**src/rtl/factor_pkg.sv**
```systemverilog
// Shared types and sizing for the sequential factorization checker.
// Latency: n/a (declarations only).
// Backpressure: n/a.
package factor_pkg;

    localparam int FACTOR_W_DEFAULT = 10;

    typedef enum logic [1:0] {
        IDLE = 2'd0,
        MUL  = 2'd1,
        DONE = 2'd2
    } state_t;

endpackage

```
**src/rtl/factor_mul_core.sv**
```systemverilog
// Shift-add multiplier datapath: operand registers, 2W-bit accumulator, bit counter.
// Latency: W run cycles after load, one multiplier bit consumed per cycle.
// Backpressure: none internally; the owner holds run low to stall and load only when idle.
module factor_mul_core
    import factor_pkg::*;
#(
    parameter int W = FACTOR_W_DEFAULT
) (
    input  logic           clk,
    input  logic           rst_n,
    input  logic           load,
    input  logic           run,
    input  logic [W-1:0]   a,
    input  logic [W-1:0]   b,
    output logic [W-1:0]   a_reg,
    output logic [W-1:0]   b_reg,
    output logic [2*W-1:0] acc,
    output logic           last
);

    localparam int CW = $clog2(W);
    localparam logic [CW-1:0] CNT_LAST = CW'(W - 1);

    logic [CW-1:0]  cnt;
    logic [2*W-1:0] addend;

    // Partial product for the current multiplier bit; zero when that bit is clear.
    always_comb begin
        addend = '0;
        if (b_reg[cnt]) begin
            addend = {{W{1'b0}}, a_reg} << cnt;
        end
    end

    assign last = (cnt == CNT_LAST);

    // Capture operands on load, then accumulate one shifted partial product per run cycle.
    always_ff @(posedge clk or negedge rst_n) begin
        if (!rst_n) begin
            a_reg <= '0;
            b_reg <= '0;
            acc   <= '0;
            cnt   <= '0;
        end else if (load) begin
            a_reg <= a;
            b_reg <= b;
            acc   <= '0;
            cnt   <= '0;
        end else if (run) begin
            acc   <= acc + addend;
            cnt   <= cnt + CW'(1);
        end
    end

endmodule

```
**src/rtl/factor_check_seq.sv**
```systemverilog
// Checks whether two W-bit candidates multiply to a W-bit target as a non-trivial factorization.
// Latency: W+1 cycles from accept to out_valid; one request every W+2 cycles at best.
// Backpressure: result and flags held stable in DONE until out_ready; in_ready low while busy.
module factor_check_seq
    import factor_pkg::*;
#(
    parameter int W = FACTOR_W_DEFAULT
) (
    input  logic           clk,
    input  logic           rst_n,
    input  logic           in_valid,
    output logic           in_ready,
    input  logic [W-1:0]   in_a,
    input  logic [W-1:0]   in_b,
    input  logic [W-1:0]   in_target,
    output logic           out_valid,
    input  logic           out_ready,
    output logic [2*W-1:0] out_product,
    output logic           out_overflow,
    output logic           out_trivial,
    output logic           out_ok
);

    state_t         state;
    state_t         state_nxt;
    logic           load;
    logic           run;
    logic           last;
    logic [W-1:0]   a_reg;
    logic [W-1:0]   b_reg;
    logic [W-1:0]   target_reg;
    logic [2*W-1:0] acc;
    logic           ovf;
    logic           triv;

    factor_mul_core #(
        .W (W)
    ) u_mul_core (
        .clk   (clk),
        .rst_n (rst_n),
        .load  (load),
        .run   (run),
        .a     (in_a),
        .b     (in_b),
        .a_reg (a_reg),
        .b_reg (b_reg),
        .acc   (acc),
        .last  (last)
    );

    // State register.
    always_ff @(posedge clk or negedge rst_n) begin
        if (!rst_n) begin
            state <= IDLE;
        end else begin
            state <= state_nxt;
        end
    end

    // Next state and handshake outputs; ready/valid come from state only, never from the peer.
    always_comb begin
        state_nxt = state;
        in_ready  = 1'b0;
        out_valid = 1'b0;
        load      = 1'b0;
        run       = 1'b0;
        case (state)
            IDLE: begin
                in_ready = 1'b1;
                if (in_valid) begin
                    load      = 1'b1;
                    state_nxt = MUL;
                end
            end
            MUL: begin
                run = 1'b1;
                if (last) begin
                    state_nxt = DONE;
                end
            end
            DONE: begin
                out_valid = 1'b1;
                if (out_ready) begin
                    state_nxt = IDLE;
                end
            end
            default: begin
                state_nxt = IDLE;
            end
        endcase
    end

    // Target is only needed for the final compare, so it lives beside the flag logic.
    always_ff @(posedge clk or negedge rst_n) begin
        if (!rst_n) begin
            target_reg <= '0;
        end else if (load) begin
            target_reg <= in_target;
        end
    end

    // Result flags from registered state only; trivial/ok are masked outside DONE.
    always_comb begin
        ovf          = |acc[2*W-1:W];
        triv         = (a_reg <= W'(1)) | (b_reg <= W'(1));
        out_product  = acc;
        out_overflow = ovf;
        out_trivial  = 1'b0;
        out_ok       = 1'b0;
        if (state == DONE) begin
            out_trivial = triv;
            out_ok      = ~ovf & ~triv & (acc[W-1:0] == target_reg);
        end
    end

endmodule

```
**config.mk**
```make
export PLATFORM = sky130hd
export DESIGN_NAME = factor_check_seq
export DESIGN_NICKNAME = d
export VERILOG_FILES = /design/src/rtl/factor_pkg.sv /design/src/rtl/factor_mul_core.sv /design/src/rtl/factor_check_seq.sv
export SDC_FILE = /design/constraint.sdc
export NUM_CORES = 1
export LEC_CHECK = 0
export CAP_MARGIN = 15
export CORE_UTILIZATION = 36
export DETAILED_ROUTE_END_ITERATION = 10
export SLEW_MARGIN = 20
export SYNTH_ARGS = -nofsm -noshare
export SYNTH_HDL_FRONTEND = slang
export SYNTH_HIERARCHICAL = 1
export SYNTH_SLANG_ARGS = --single-unit
```
**constraint.sdc**
```tcl
create_clock -name clk -period 10 [get_ports clk]
set_clock_uncertainty 0.2 [all_clocks]
set_input_delay 2 -clock clk [delete_from_list [all_inputs] [get_ports clk]]
set_output_delay 2 -clock clk [all_outputs]
set_load 0.01 [all_outputs]
```
* Word-level counts from Yosys, hierarchy flattened *
Index checks and enable logic that the tools add are counted.

operators by class
  $add $sub $neg = 2
  magnitude comparators = 3
  equality and inequality tests = 7
  shift-type cells = 1
  mux-type cells = 18
  bitwise gates (word level) = 5
  reduce and logical (&&, ||, !) cells = 4

operators by type and width
  kind                 count
  $mux 20              3
  $add 20x20->20       1
  $le 10x1->1 const B  2
  $shl 10x4->20        1
  $eq 10x10->1         1
  $reduce_or 10->1     1
  $mux 1               8
  $mux 4               2
  $mux 2               3
  $ne 2x2->1 const B   3
  $pmux 2 s3           1
  $lt 4x5->1 const B   1
  $add 4x1->4 const B  1
  $bmux 1 s4           1
  $eq 4x4->1 const B   1
  $reduce_and 3->1     1
  $and 1x1->1          2
  $eq 2x1->1 const B   1
  $eq 2x2->1 const B   1
  $logic_not 2->1      1
  $not 1->1            2
  $reduce_bool 2->1    1
  $or 1x1->1           1

word-level totals
  flip-flop bits (word level) = 56
  bits of input ports = 34
  logic and storage cells = 46

* Longest topological paths before layout *
Gate-level depths: netlist of the first run.

  depth after elaboration = 6
  mapped depth = 16
  depth with buffers taken out = 13

* Modules after synthesis *
Netlist of the first run, hierarchy kept.

modules (own cells, without submodules)
  module            times used  cells an instance  area an instance (um^2)  sequential area each (um^2)
  factor_mul_core   1           357                3,251.9                  1,101.1
  factor_check_seq  1           59                 685.7                    300.3

* Worst setup path after synthesis of the first run *
OpenSTA, ideal clock, no wires.

  kind = register to output
  start = register u_mul_core.acc[11]
  end = output port out_ok
  data arrival time = 1.764 ns
  required time = 7.800 ns
  setup slack = 6.036 ns
  stages on the path, launching flop included = 5
  path buffers = 0
  cell sequence = dfrtp_1 -> nor4_2 -> nand3_1 -> or4_1 -> nor4_2

on the way
  word-level cells in the longest chain between the ends = 5

RTL lines
  element                   RTL line                 RTL
  start: declaration        factor_mul_core.sv:17    output logic [2*W-1:0] acc,
  start signal: assignment  factor_mul_core.sv:50    acc <= acc + addend;
  $reduce_or 10->1          factor_check_seq.sv:104  ovf = |acc[2*W-1:W];
  via out_overflow          factor_check_seq.sv:19   output logic out_overflow,
  $not 1->1                 factor_check_seq.sv:112  out_ok = ~ovf & ~triv & (acc[W-1:0] == target_reg);
  $and 1x1->1 (2 in a row)  factor_check_seq.sv:112
  $mux 1                    factor_check_seq.sv:110  if (state == DONE) begin
  end: declaration          factor_check_seq.sv:21   output logic out_ok

The timed path passes the listed nets, and every way through them passes these cells.

* Worst setup path after layout of the first run *
  start = register u_mul_core.acc[15]
  end = output port out_ok

on the way
  word-level cells in the longest chain between the ends = 5

RTL lines
  element                   RTL line
  $reduce_or 10->1          factor_check_seq.sv:104
  $not 1->1                 factor_check_seq.sv:112
  $and 1x1->1 (2 in a row)  factor_check_seq.sv:112
  $mux 1                    factor_check_seq.sv:110

Every way passes these cells.

==> results.md, run 1 <==
- Max-slew violation total from the final report: 0
- Largest reg by FF count: u_mul_core/acc
- Area added between synthesis and finish: 19.9%
- Cell with the largest stage delay on the worst path: sky130_fd_sc_hd__or4_1
- Cell area reported after detailed placement: 4630 µm²
- Via count of the first global-routing pass: 3,173
- Relative contribution of sequential cells to total power: 28.8%
- Pin count of the biggest net entering global routing: 58
- CP Capture Point: out_ok
- Slack of the critical path: 5.11 ns
- Commonest non-fill, non-tap cell in the layout: sky130_fd_sc_hd__clkdlybuf4s50_1
- Minimum clock period: 4.89 ns
- DRC violations left: 0
- Synth Net Count: 472
- First element of the critical path: u_mul_core/acc[15]$_DFFE_PN0P_
- FF-to-FF End: u_mul_core/acc[18]$_DFFE_PN0P_
- Antenna cells: 0
- CTS HTree Levels: 2
- Min-Delay Path Class: reg -> reg
- Vias: 3,198
- Floorplan die height: 107 µm
- Antenna violations before repair: 0
- Clock root buffer: sky130_fd_sc_hd__clkbuf_8
- Number of distinct standard cells referenced by the synthesized netlist: 59
- Buffers inserted during post-CTS setup optimization: 0
- Met1 routing resource usage after global routing: 24.8%
- Share of the synthesized area in the top cell type: 35.6%
- Peak VDD IR: 0.131 mV
- Chip Width: 107 µm
- Power density over cell area: 347 nW/µm²
- Synthesized netlist cell count: 416
- Worst R2R Start: u_mul_core/cnt[0]$_DFFE_PN0P_
- Share of the synthesized area in compound gates (AO/OA/AOI/OAI): 15.6%
- Final weighted congestion in routability-driven placement: 0.908
- EDFF count, synth: 0
- Hold-fix buffer count after cts: 0
- First-pass GRT wire length: 16,000 µm
- Transition time at the pin with the least slew margin: 0.754 ns
- Post-synthesis xor/xnor area fraction: 5.59%
- Drt first pass iters: 4
- Number of buffers added by the clock tree synthesis step: 5
- Most common flop cell mapped by yosys: sky130_fd_sc_hd__dfrtp_1
- Total half-perimeter wirelength after legalization and detailed placement: 7110 µm
- Global Route met3 Usage: 3.16%
- Total gr overflow: 0
- Relative slew slack: 49.7%
- Number of flip-flops in the largest register: 20
- Critical Path AT: 2.69 ns
- Timing-limited maximum frequency: 0.205 GHz
- Cells along the critical path: nor4_2 > nand3_1 > or4_1 > nor4_2 > clkdlybuf4s50_1
- Detailed-route vias per instance: 5.31
- Yosys synthesis warning count: 6
- Biggest area contributors in the synthesized netlist: sky130_fd_sc_hd__dfrtp_1, sky130_fd_sc_hd__mux2_2, sky130_fd_sc_hd__ha_1, sky130_fd_sc_hd__nor2_1, sky130_fd_sc_hd__mux2i_1
- Leakage power summed over all cells: 1.99 nW
- Highest-count cells in the layout ignoring fill and taps: sky130_fd_sc_hd__clkdlybuf4s50_1, sky130_fd_sc_hd__dfrtp_1, sky130_fd_sc_hd__nor2_1
- Worst Path Max Fanout: 4
- Fin crit share: 48.9%
- Area share of fa/ha/maj cells after synthesis: 7.18%
- Area of the mapped netlist: 3940 µm²
- Post-detailed-routing wire length: 9710 µm
- Clock Tree Buf Depth: 2
- Proportion of synthesized area in mux cells: 15.5%
- Num Clock Sinks: 56
- Element type at the critical path end: output port
- Internal: 871 µW
- Proportion of power drawn by the clock network: 8.0%
- Worst-skew pair later-pin latency: 0.31 ns
- DRC violation total after the first TritonRoute iteration: 149
- Outcome: finished clean
- Endpoints failing setup: 0
- Synthesized-area fraction occupied by and/or/nand/nor cells: 17.7%
- Boundary pin count: 59
- All-Layer GR Usage: 17.8%
- Number of max-capacitance violations reported: 0
- Setup repair after global routing missed its margin: false
- Async SR Flop Fraction: 100%
- Post-synthesis register bit count: 56
- Per-instance average area after synthesis: 9.47 µm²
- Post-placement setup slack: 5.44 ns
- Required time of the worst setup path: 7.80 ns
- DIE AREA: 11,400 µm²
- Placeable Area: 10,500 µm²
- Initial standard-cell utilization of the core: 37.6%
- FP Rows: 37
- Post-synthesis sequential area ratio: 35.6%
- Dominant combinational cell family by area after synthesis: simple AND/OR/NAND/NOR gates
- Share of post-route cells with drive strength above 1: 13.5%
- Post-route cell area: 4720 µm²
- Number of instances resized during post-cts repair: 0
- Power share of the combinational group: 63.2%
- Dominant cell type by area after synthesis: sky130_fd_sc_hd__dfrtp_1
- Startpoint type of the worst setup path: register
- Clock-pin slew on the worst setup and hold paths: 0.11 ns
- Non-filler instance count after layout: 602
- Most Frequent Cell on Critical Path: sky130_fd_sc_hd__nor4_2
- Most used routing layer in global routing: met2
- # port buffers: 58
- Switching power of the nets: 767 µW
- Routed Antenna Nets: 0
- Setup TNS after final layout: 0 ns
- Reg2reg path depth: 11
- Number of nets at the end of the flow: 521
- Global Route met2 Usage: 28.8%
- Switching part of the total power: 46.8%
- Delay of the slowest critical-path stage: 0.61 ns
- Number of placed cells counting well taps: 594
- Mean routed wirelength per cell: 16.1 µm
- Endpoints failing hold: 0
- Crit Path Category: reg -> out
- TritonCTS clock tree: yes
- Flop-to-flop setup slack: 5.88 ns
## power by group through the flow
stage                     clock, mW  combinational (mW)  sequential, mW
final                         0.131                1.04           0.472
after floorplan                   0               0.788           0.435
after CTS                     0.141                1.03           0.473
after global routing          0.147                1.14           0.494
after global placement            0                1.02           0.473
after detailed placement          0                1.02           0.477
## area by class of cell
| class | instances | area, µm² |
|---|---|---|
| Multi-Input combinational cell | 333 | 2430 |
| Clock inverter | 3 | 22.5 |
| Timing Repair Buffer | 61 | 598 |
| Sequential cell | 56 | 1400 |
| Inverter | 8 | 30.0 |
| Tap cell | 136 | 170 |
| Fill cell | 1036 | 5740 |
| Clock buffer | 5 | 68.8 |
## through the flow
stage               utilization, %  hold WS [ns]  power (mW)
floorplan                        -         0.276        1.22
global placement              44.3         0.305        1.49
detailed placement            44.3         0.310        1.50
CTS                           45.1         0.337        1.65
global route                  45.1         0.373        1.79
finish                        45.1         0.323        1.64
## cell families (layout without fill, tap and decap cells)
family / Yosys count / count (layout)
multiplexers: 54 / 54
XOR/XNOR: 23 / 23
adder cells (fa/ha/maj): 22 / 22
AO/OA/AOI/OAI: 92 / 92
flip-flops: 56 / 56
buffers and inverters: 27 / 77
AND/OR/NAND/NOR: 142 / 142
## routing by layer
metal	wire length, µm	vias up	share of wire [%]
met5	0	-	0
met4	37	0	0.38
met3	443	2	4.6
met2	4460	54	46
met1	4770	1518	49
li1	-	1624	-
## Yosys cell counts (3+ instances only)
| library cell | n |
|---|---|
| sky130_fd_sc_hd__inv_1 | 8 |
| sky130_fd_sc_hd__a21oi_2 | 3 |
| sky130_fd_sc_hd__nand4_1 | 5 |
| sky130_fd_sc_hd__mux2_2 | 35 |
| sky130_fd_sc_hd__o21ai_0 | 12 |
| sky130_fd_sc_hd__clkbuf_1 | 11 |
| sky130_fd_sc_hd__xor2_1 | 5 |
| sky130_fd_sc_hd__a21o_1 | 5 |
| sky130_fd_sc_hd__o22ai_1 | 8 |
| sky130_fd_sc_hd__nor2_1 | 55 |
| sky130_fd_sc_hd__o211ai_1 | 5 |
| sky130_fd_sc_hd__and3_1 | 6 |
| sky130_fd_sc_hd__a31oi_1 | 4 |
| sky130_fd_sc_hd__dfrtp_1 | 56 |
| sky130_fd_sc_hd__nand3_1 | 9 |
| sky130_fd_sc_hd__a21oi_1 | 25 |
| sky130_fd_sc_hd__and2_1 | 5 |
| sky130_fd_sc_hd__nor3_1 | 5 |
| sky130_fd_sc_hd__buf_2 | 6 |
| sky130_fd_sc_hd__ha_1 | 21 |
| sky130_fd_sc_hd__nand2_1 | 29 |
| sky130_fd_sc_hd__nor4_1 | 3 |
| sky130_fd_sc_hd__nand2b_1 | 3 |
| sky130_fd_sc_hd__mux2i_1 | 15 |
| sky130_fd_sc_hd__nor2b_1 | 5 |
| sky130_fd_sc_hd__a211oi_1 | 7 |
| sky130_fd_sc_hd__or3_1 | 4 |
| sky130_fd_sc_hd__nor4_2 | 4 |
| sky130_fd_sc_hd__xnor2_1 | 17 |
## worst min path at each step
stage / start / to / slack, ns / cells past startpoint
3_5_place_dp: u_mul_core/b_reg[0]$_DFFE_PN0P_ / u_mul_core/b_reg[0]$_DFFE_PN0P_ / 0.31 / 1
5_1_grt: target_reg[2]$_DFFE_PN0P_ / target_reg[2]$_DFFE_PN0P_ / 0.37 / 1
2_1_floorplan: u_mul_core/b_reg[0]$_DFFE_PN0P_ / u_mul_core/b_reg[0]$_DFFE_PN0P_ / 0.28 / 1
4_1_cts: u_mul_core/b_reg[0]$_DFFE_PN0P_ / u_mul_core/b_reg[0]$_DFFE_PN0P_ / 0.34 / 1
3_3_place_gp: u_mul_core/b_reg[0]$_DFFE_PN0P_ / u_mul_core/b_reg[0]$_DFFE_PN0P_ / 0.30 / 1
6_report: u_mul_core/b_reg[0]$_DFFE_PN0P_ / u_mul_core/b_reg[0]$_DFFE_PN0P_ / 0.32 / 1
## critical path: cells and delay by family, from the launching register on
family | cells | cell delay, ns
buf+inv | 1 | 0.57
simple gates | 4 | 1.36
flops | 1 | 0.43
No activity file was read; power rests on OpenSTA's default activity.
==> run 2: changes to the inputs <==
==> constraint.sdc (replaced) <==
create_clock -name clk -period 4.64 [get_ports clk]
set_clock_uncertainty 0.2 [all_clocks]
set_input_delay 0.928 -clock clk [delete_from_list [all_inputs] [get_ports clk]]
set_output_delay 0.928 -clock clk [all_outputs]
set_load 0.01 [all_outputs]
==> run 2 against run 1 <==
Cell area increased by 0.58%. Combinational power grew 120%. Register-to-register slack worse by 5.3 ns. Critical path type is now reg -> reg. Sequential cell count did not move. Worst setup slack got worse by 4.6 ns. Via count rose by 3.6%. Non-clock buffer count is 1 higher. Total power up 120%. Sequential power up 120%. Highest routed layer unchanged. Cell count increased by 0.17%.
==> results.md, run 2 (synthesis gave the netlist of run 1 again) <==
- Outcome: finished clean (unchanged)
- Top delay family on crit path: compound AO/OA/AOI/OAI gates (was simple AND/OR/NAND/NOR gates)
- DRC violation total after the first TritonRoute iteration: 150 (was 149)
- CTS HTree Levels: 2 (unchanged)
- Required time of the worst setup path: 4.65 ns (was 7.80 ns)
- Power density over cell area: 759 nW/µm² (was 347 nW/µm²)
- Post-detailed-routing wire length: 10,200 µm (was 9710 µm)
- DIE AREA: 11,400 µm² (unchanged)
- Area added between synthesis and finish: 20.6% (was 19.9%)
- Max-slew violation total from the final report: 0 (unchanged)
- Worst Path Max Fanout: 22 (was 4)
- Startpoint type of the worst setup path: register (unchanged)
- Boundary pin count: 59 (unchanged)
- Final weighted congestion in routability-driven placement: 0.869 (was 0.908)
- Pin count of the biggest net entering global routing: 41 (was 58)
- Endpoints failing setup: 0 (unchanged)
- Placeable Area: 10,500 µm² (unchanged)
- Number of fill cells: 1,067 (was 1,036)
- Buffers inserted during post-CTS setup optimization: 0 (unchanged)
- Most Frequent Cell on Critical Path: sky130_fd_sc_hd__a211oi_1 (was sky130_fd_sc_hd__nor4_2)
- Worst-skew pair later-pin latency: 0.33 ns (was 0.31 ns)
- Internal: 1.94 mW (was 871 µW)
- Initial standard-cell utilization of the core: 37.6% (unchanged)
- First-pass GRT wire length: 16,800 µm (was 16,000 µm)
- Transition time at the pin with the least slew margin: 0.885 ns (was 0.754 ns)
- Number of instances resized during post-cts repair: 0 (unchanged)
- Clock Tree Buf Depth: 2 (unchanged)
- Number of nets at the end of the flow: 522 (was 521)
- Mean routed wirelength per cell: 17.0 µm (was 16.1 µm)
- First element of the critical path: u_mul_core/cnt[0]$_DFFE_PN0P_ (was u_mul_core/acc[15]$_DFFE_PN0P_)
- Switching part of the total power: 46.3% (was 46.8%)
- Chip Width: 107 µm (unchanged)
- Element type at the critical path end: register (was output port)
- Hold wc startpoint: target_reg[6]$_DFFE_PN0P_ (was u_mul_core/b_reg[0]$_DFFE_PN0P_)
- Via count of the first global-routing pass: 3,230 (was 3,173)
- Fin crit share: 88.1%
- Share of post-route cells with drive strength above 1: 13.7% (was 13.5%)
- Leakage power summed over all cells: 2.00 nW (was 1.99 nW)
- Cell with the largest stage delay on the worst path: sky130_fd_sc_hd__dfrtp_1 (was sky130_fd_sc_hd__or4_1)
- Floorplan die height: 107 µm (unchanged)
- Antenna cells: 0 (unchanged)
- Number of buffers added by the clock tree synthesis step: 5 (unchanged)
- Highest-count cells in the layout ignoring fill and taps: sky130_fd_sc_hd__clkdlybuf4s50_1, sky130_fd_sc_hd__dfrtp_1, sky130_fd_sc_hd__nor2_1 (unchanged)
- Total gr overflow: 0 (unchanged)
- Critical Path AT: 4.09 ns (was 2.69 ns)
- Number of placed cells counting well taps: 595 (was 594)
- Power share of the combinational group: 62.3% (was 63.2%)
- Relative contribution of sequential cells to total power: 28.5% (was 28.8%)
- Min-Delay Path Class: reg -> reg (unchanged)
- All-Layer GR Usage: 18.9% (was 17.8%)
- Cells along the critical path: mux4_2 > nand2_1 > nor2_1 > ha_1 > fa_1 > a211oi_1 > o21a_1 > a211oi_1 > o31ai_1 > mux2i_1 > o311ai_1 (was nor4_2 > nand3_1 > or4_1 > nor4_2 > clkdlybuf4s50_1)
- Clock root buffer: sky130_fd_sc_hd__clkbuf_8 (unchanged)
- Minimum clock period: 4.09 ns
- Largest reg by FF count: u_mul_core/acc (unchanged)
- Crit Path Category: reg -> reg (was reg -> out)
- Detailed-route vias per instance: 5.50 (was 5.31)
- Setup repair after global routing missed its margin: false (unchanged)
- Hold-fix buffer count after cts: 0 (unchanged)
- Total half-perimeter wirelength after legalization and detailed placement: 7790 µm (was 7110 µm)
- FP Rows: 37 (unchanged)
- Worst R2R Start: u_mul_core/cnt[0]$_DFFE_PN0P_ (unchanged)
- # port buffers: 58 (unchanged)
- Num Clock Sinks: 56 (unchanged)
- Number of max-capacitance violations reported: 0 (unchanged)
- TritonCTS clock tree: yes (unchanged)
- Antenna violations before repair: 0 (unchanged)
- Switching power of the nets: 1.67 mW (was 767 µW)
- Setup TNS after final layout: 0 ns (unchanged)
- Post-route cell area: 4750 µm² (was 4720 µm²)
- Commonest non-fill, non-tap cell in the layout: sky130_fd_sc_hd__clkdlybuf4s50_1 (unchanged)
- Vias: 3,314 (was 3,198)
- Drt first pass iters: 4 (unchanged)
- Clock-pin slew on the worst setup and hold paths: 0.11 ns (about the same)
- Relative slew slack: 41.0% (was 49.7%)
- Timing-limited maximum frequency: 0.245 GHz
- Endpoints failing hold: 0 (unchanged)
- Routed Antenna Nets: 0 (unchanged)
- Number of flip-flops in the largest register: 20 (unchanged)
- Cell area reported after detailed placement: 4640 µm² (was 4630 µm²)
- Buf/Inv on CP: 0 (was 1)
- DRC violations left: 0 (unchanged)
- Delay of the slowest critical-path stage: 0.82 ns (was 0.61 ns)
- Peak VDD IR: 0.329 mV (was 0.131 mV)
- Non-filler instance count after layout: 603 (was 602)
- Proportion of power drawn by the clock network: 9.2% (was 8.0%)
## run 2: cell type report
cell class,instances,area (µm²),area share [%]
well taps,136,170,3.58
repair buffers,62,606,12.8
flip-flops and latches,56,1400,29.5
multi-input cells,333,2430,51.2
inverters,8,30.0,0.632
clock buffers,5,68.8,1.45
clock inverters,3,42.5,0.896
## run 2: final timing paths
check | end | slack (ns) | cells after the start
max in group asynchronous | target_reg[4]$_DFFE_PN0P_ | 3.03 | 2
worst min register to register | target_reg[6]$_DFFE_PN0P_ | 0.34 | 1
worst max-delay path | u_mul_core/acc[18]$_DFFE_PN0P_ | 0.55 | 11
worst min-delay path | target_reg[6]$_DFFE_PN0P_ | 0.34 | 1
worst max register to register | u_mul_core/acc[18]$_DFFE_PN0P_ | 0.55 | 11
min in group asynchronous | u_mul_core/b_reg[8]$_DFFE_PN0P_ | 0.39 | 1
## run 2: power groups by stage
| stage | registers (mW) | clock network (mW) | logic [mW] |
|---|---|---|---|
| floorplan | 0.938 | 0 | 1.70 |
| global placement | 1.04 | 0 | 2.21 |
| detailed placement | 1.04 | 0 | 2.23 |
| CTS | 1.03 | 0.345 | 2.24 |
| global route | 1.08 | 0.358 | 2.48 |
| finish | 1.03 | 0.331 | 2.24 |
## run 2: stage by stage
step / util (%) / setup slack [ns] / hold slack [ns] / power [mW]
finish: 45.4 / 0.553 / 0.335 / 3.61
global route: 45.4 / 0.262 / 0.357 / 3.91
CTS: 45.4 / 0.565 / 0.342 / 3.62
detailed placement: 44.3 / 0.594 / 0.317 / 3.27
global placement: 44.3 / 0.730 / 0.310 / 3.26
floorplan: - / 1.26 / 0.276 / 2.64
## run 2: per-layer routing
metal / vias to the layer above / track usage (%) / wire length [µm]
met1: 1604 / 26.2 / 4820
met4: 0 / 5.58 / 158
li1: 1618 / - / -
met3: 11 / 3.40 / 561
met2: 81 / 30.2 / 4690
met5: - / 0 / 0
==> run 3: changes to the inputs <==
--- a/config.mk
+++ b/config.mk
@@ -6,8 +6,9 @@
 export NUM_CORES = 1
 export LEC_CHECK = 0
 export CAP_MARGIN = 15
-export CORE_UTILIZATION = 36
+export CORE_UTILIZATION = 45
 export DETAILED_ROUTE_END_ITERATION = 10
+export PLACE_DENSITY = 0.68
 export SLEW_MARGIN = 20
 export SYNTH_ARGS = -nofsm -noshare
 export SYNTH_HDL_FRONTEND = slang
==> run 3 against run 2 <==
Sequential share of layout area is 0.32 points higher. Routed wire length fell by 3.5%. First-iteration DRC count up 30%. Count of clock-buffer cells in the layout is the same. Via count grew 0.48%. Largest power group unchanged. Highest routed layer unchanged. Total power fell by 1.6%. Combinational power about the same. Global-route usage rose by 4.1 points. Sequential power about the same. Sequential cell count unchanged. Cell area shrank 1.1%. Die area is 20% lower.
==> results.md, run 3 (synthesis gave the netlist of run 1 again) <==
- Proportion of power drawn by the clock network: 7.9% (was 9.2%)
- Outcome: finished clean (unchanged)
- Via count of the first global-routing pass: 3,157 (was 3,230)
- Startpoint type of the worst setup path: register (unchanged)
- Initial standard-cell utilization of the core: 47.2% (was 37.6%)
- TritonCTS clock tree: yes (unchanged)
- Vias: 3,330 (was 3,314)
- Minimum clock period: 4.19 ns (was 4.09 ns)
- Share of post-route cells with drive strength above 1: 13.9% (was 13.7%)
- First-pass GRT wire length: 16,200 µm (was 16,800 µm)
- First element of the critical path: u_mul_core/cnt[0]$_DFFE_PN0P_ (unchanged)
- Area added between synthesis and finish: 19.3% (was 20.6%)
- Routed Antenna Nets: 0 (unchanged)
- DRC violations left: 0 (unchanged)
- Total half-perimeter wirelength after legalization and detailed placement: 7610 µm (was 7790 µm)
- Placeable Area: 8340 µm² (was 10,500 µm²)
- Max-slew violation total from the final report: 0 (unchanged)
- Transition time at the pin with the least slew margin: 0.786 ns (was 0.885 ns)
- Min-Delay Path Class: reg -> reg (unchanged)
- Critical Path AT: 4.18 ns (was 4.09 ns)
- FP Rows: 33 (was 37)
- Peak VDD IR: 0.379 mV (was 0.329 mV)
- Commonest non-fill, non-tap cell in the layout: sky130_fd_sc_hd__clkdlybuf4s50_1 (unchanged)
- Final weighted congestion in routability-driven placement: 0.904 (was 0.869)
- Number of instances resized during post-cts repair: 0 (unchanged)
- Boundary pin count: 59 (unchanged)
- Timing-limited maximum frequency: 0.238 GHz (was 0.245 GHz)
- Power share of the combinational group: 62.8% (was 62.3%)
- Leakage power summed over all cells: 2.00 nW (about the same)
- Floorplan die height: 95.5 µm (was 107 µm)
- Mean routed wirelength per cell: 17.2 µm (was 17.0 µm)
- Number of max-capacitance violations reported: 0 (unchanged)
- # port buffers: 58 (unchanged)
- Endpoints failing hold: 0 (unchanged)
- CTS HTree Levels: 2 (unchanged)
- Switching part of the total power: 47.0% (was 46.3%)
- Buffers inserted during post-CTS setup optimization: 0 (unchanged)
- Element type at the critical path end: register (unchanged)
- All-Layer GR Usage: 23.0% (was 18.9%)
- Internal: 1.88 mW (was 1.94 mW)
- Hold wc startpoint: target_reg[3]$_DFFE_PN0P_ (was target_reg[6]$_DFFE_PN0P_)
- Number of nets at the end of the flow: 523 (was 522)
- Number of buffers added by the clock tree synthesis step: 5 (unchanged)
- Power density over cell area: 755 nW/µm² (was 759 nW/µm²)
- Relative slew slack: 47.4% (was 41.0%)
- Power consumption: 3.55 mW (was 3.61 mW)
- Num Clock Sinks: 56 (unchanged)
- Antenna violations before repair: 0 (unchanged)
- Highest-count cells in the layout ignoring fill and taps: sky130_fd_sc_hd__clkdlybuf4s50_1, sky130_fd_sc_hd__dfrtp_1, sky130_fd_sc_hd__nor2_1 (unchanged)
- Setup repair after global routing missed its margin: false (unchanged)
- Largest reg by FF count: u_mul_core/acc (unchanged)
- Cell area reported after detailed placement: 4610 µm² (was 4640 µm²)
- Worst Path Max Fanout: 22 (unchanged)
- Setup TNS after final layout: 0 ns (unchanged)
- Chip Width: 95.5 µm (was 107 µm)
- Clock-pin slew on the worst setup and hold paths: 0.11 ns (about the same)
- Clock Tree Buf Depth: 2 (unchanged)
- Worst-skew pair later-pin latency: 0.32 ns (was 0.33 ns)
- Required time of the worst setup path: 4.63 ns (was 4.65 ns)
- Post-detailed-routing wire length: 9880 µm (was 10,200 µm)
- Hold-fix buffer count after cts: 0 (unchanged)
- Worst R2R Start: u_mul_core/cnt[0]$_DFFE_PN0P_ (unchanged)
- Antenna cells: 0 (unchanged)
- Total gr overflow: 0 (unchanged)
- Post-route cell area: 4700 µm² (was 4750 µm²)
- Number of flip-flops in the largest register: 20 (unchanged)
- DRC violation total after the first TritonRoute iteration: 195 (was 150)
- Switching power of the nets: 1.67 mW (about the same)
- Drt first pass iters: 5 (was 4)
- Clock root buffer: sky130_fd_sc_hd__clkbuf_8 (unchanged)
- DIE AREA: 9130 µm² (was 11,400 µm²)
- Crit Path Category: reg -> reg (unchanged)
- Endpoints failing setup: 0 (unchanged)
- Relative contribution of sequential cells to total power: 29.3% (was 28.5%)
- Detailed-route vias per instance: 5.81 (was 5.50)
- Pin count of the biggest net entering global routing: 34 (was 41)
- Final Core Density: 56.3% (was 45.4%)
- Fin crit share: 90.4% (was 88.1%)
-- run 3: per-layer routing --
metal / vias up / routed length (µm) / GRT usage, %
met5: - / 0 / 0
met4: 0 / 19 / 4.60
met3: 3 / 436 / 3.03
met2: 84 / 4570 / 37.2
met1: 1623 / 4850 / 33.0
li1: 1620 / - / -
-- run 3: final timing paths --
path	endpoint	slack (ns)	cells past startpoint
hold reg to reg	target_reg[3]$_DFFE_PN0P_	0.34	1
min in group asynchronous	u_mul_core/b_reg[6]$_DFFE_PN0P_	0.38	1
setup reg to reg	u_mul_core/acc[18]$_DFFE_PN0P_	0.45	11
setup / recovery	u_mul_core/acc[18]$_DFFE_PN0P_	0.45	11
max in group asynchronous	target_reg[3]$_DFFE_PN0P_	3.02	2
hold / removal	target_reg[3]$_DFFE_PN0P_	0.34	1
-- run 3: critical path, cell delays in order, from the launching register on --
cell,delay [ns]
sky130_fd_sc_hd__dfrtp_1,0.81
sky130_fd_sc_hd__mux4_2,0.61
sky130_fd_sc_hd__nand2_1,0.17
sky130_fd_sc_hd__nor2_1,0.08
sky130_fd_sc_hd__ha_1,0.23
sky130_fd_sc_hd__fa_1,0.43
sky130_fd_sc_hd__a211oi_1,0.25
sky130_fd_sc_hd__o21a_1,0.25
sky130_fd_sc_hd__a211oi_1,0.13
sky130_fd_sc_hd__o31ai_1,0.48
sky130_fd_sc_hd__mux2i_1,0.28
sky130_fd_sc_hd__o311ai_1,0.12
-- run 3: per-stage QoR --
stage / setup WS, ns / instances / hold WS [ns]
after global routing: 0.140 / 573 / 0.347
after detailed placement: 0.522 / 565 / 0.318
after CTS: 0.506 / 573 / 0.343
final: 0.445 / 573 / 0.337
after floorplan: 1.26 / 416 / 0.276
after global placement: 0.622 / 565 / 0.310
-- run 3: cell type report --
class / instances / area (µm²)
fillers: 755 / 3640
flip-flops and latches: 56 / 1400
clock buffers: 5 / 68.8
repair buffers: 63 / 613
clock inverters: 3 / 22.5
well taps: 105 / 131
multi-input cells: 333 / 2430
inverters: 8 / 30.0
-- run 3: power by group through the flow --
stage,Clock (mW),Sequential [mW],Combinational (mW)
2_1_floorplan,0,0.938,1.70
3_3_place_gp,0,1.04,2.18
3_5_place_dp,0,1.05,2.20
4_1_cts,0.289,1.04,2.22
5_1_grt,0.307,1.09,2.48
6_report,0.280,1.04,2.23
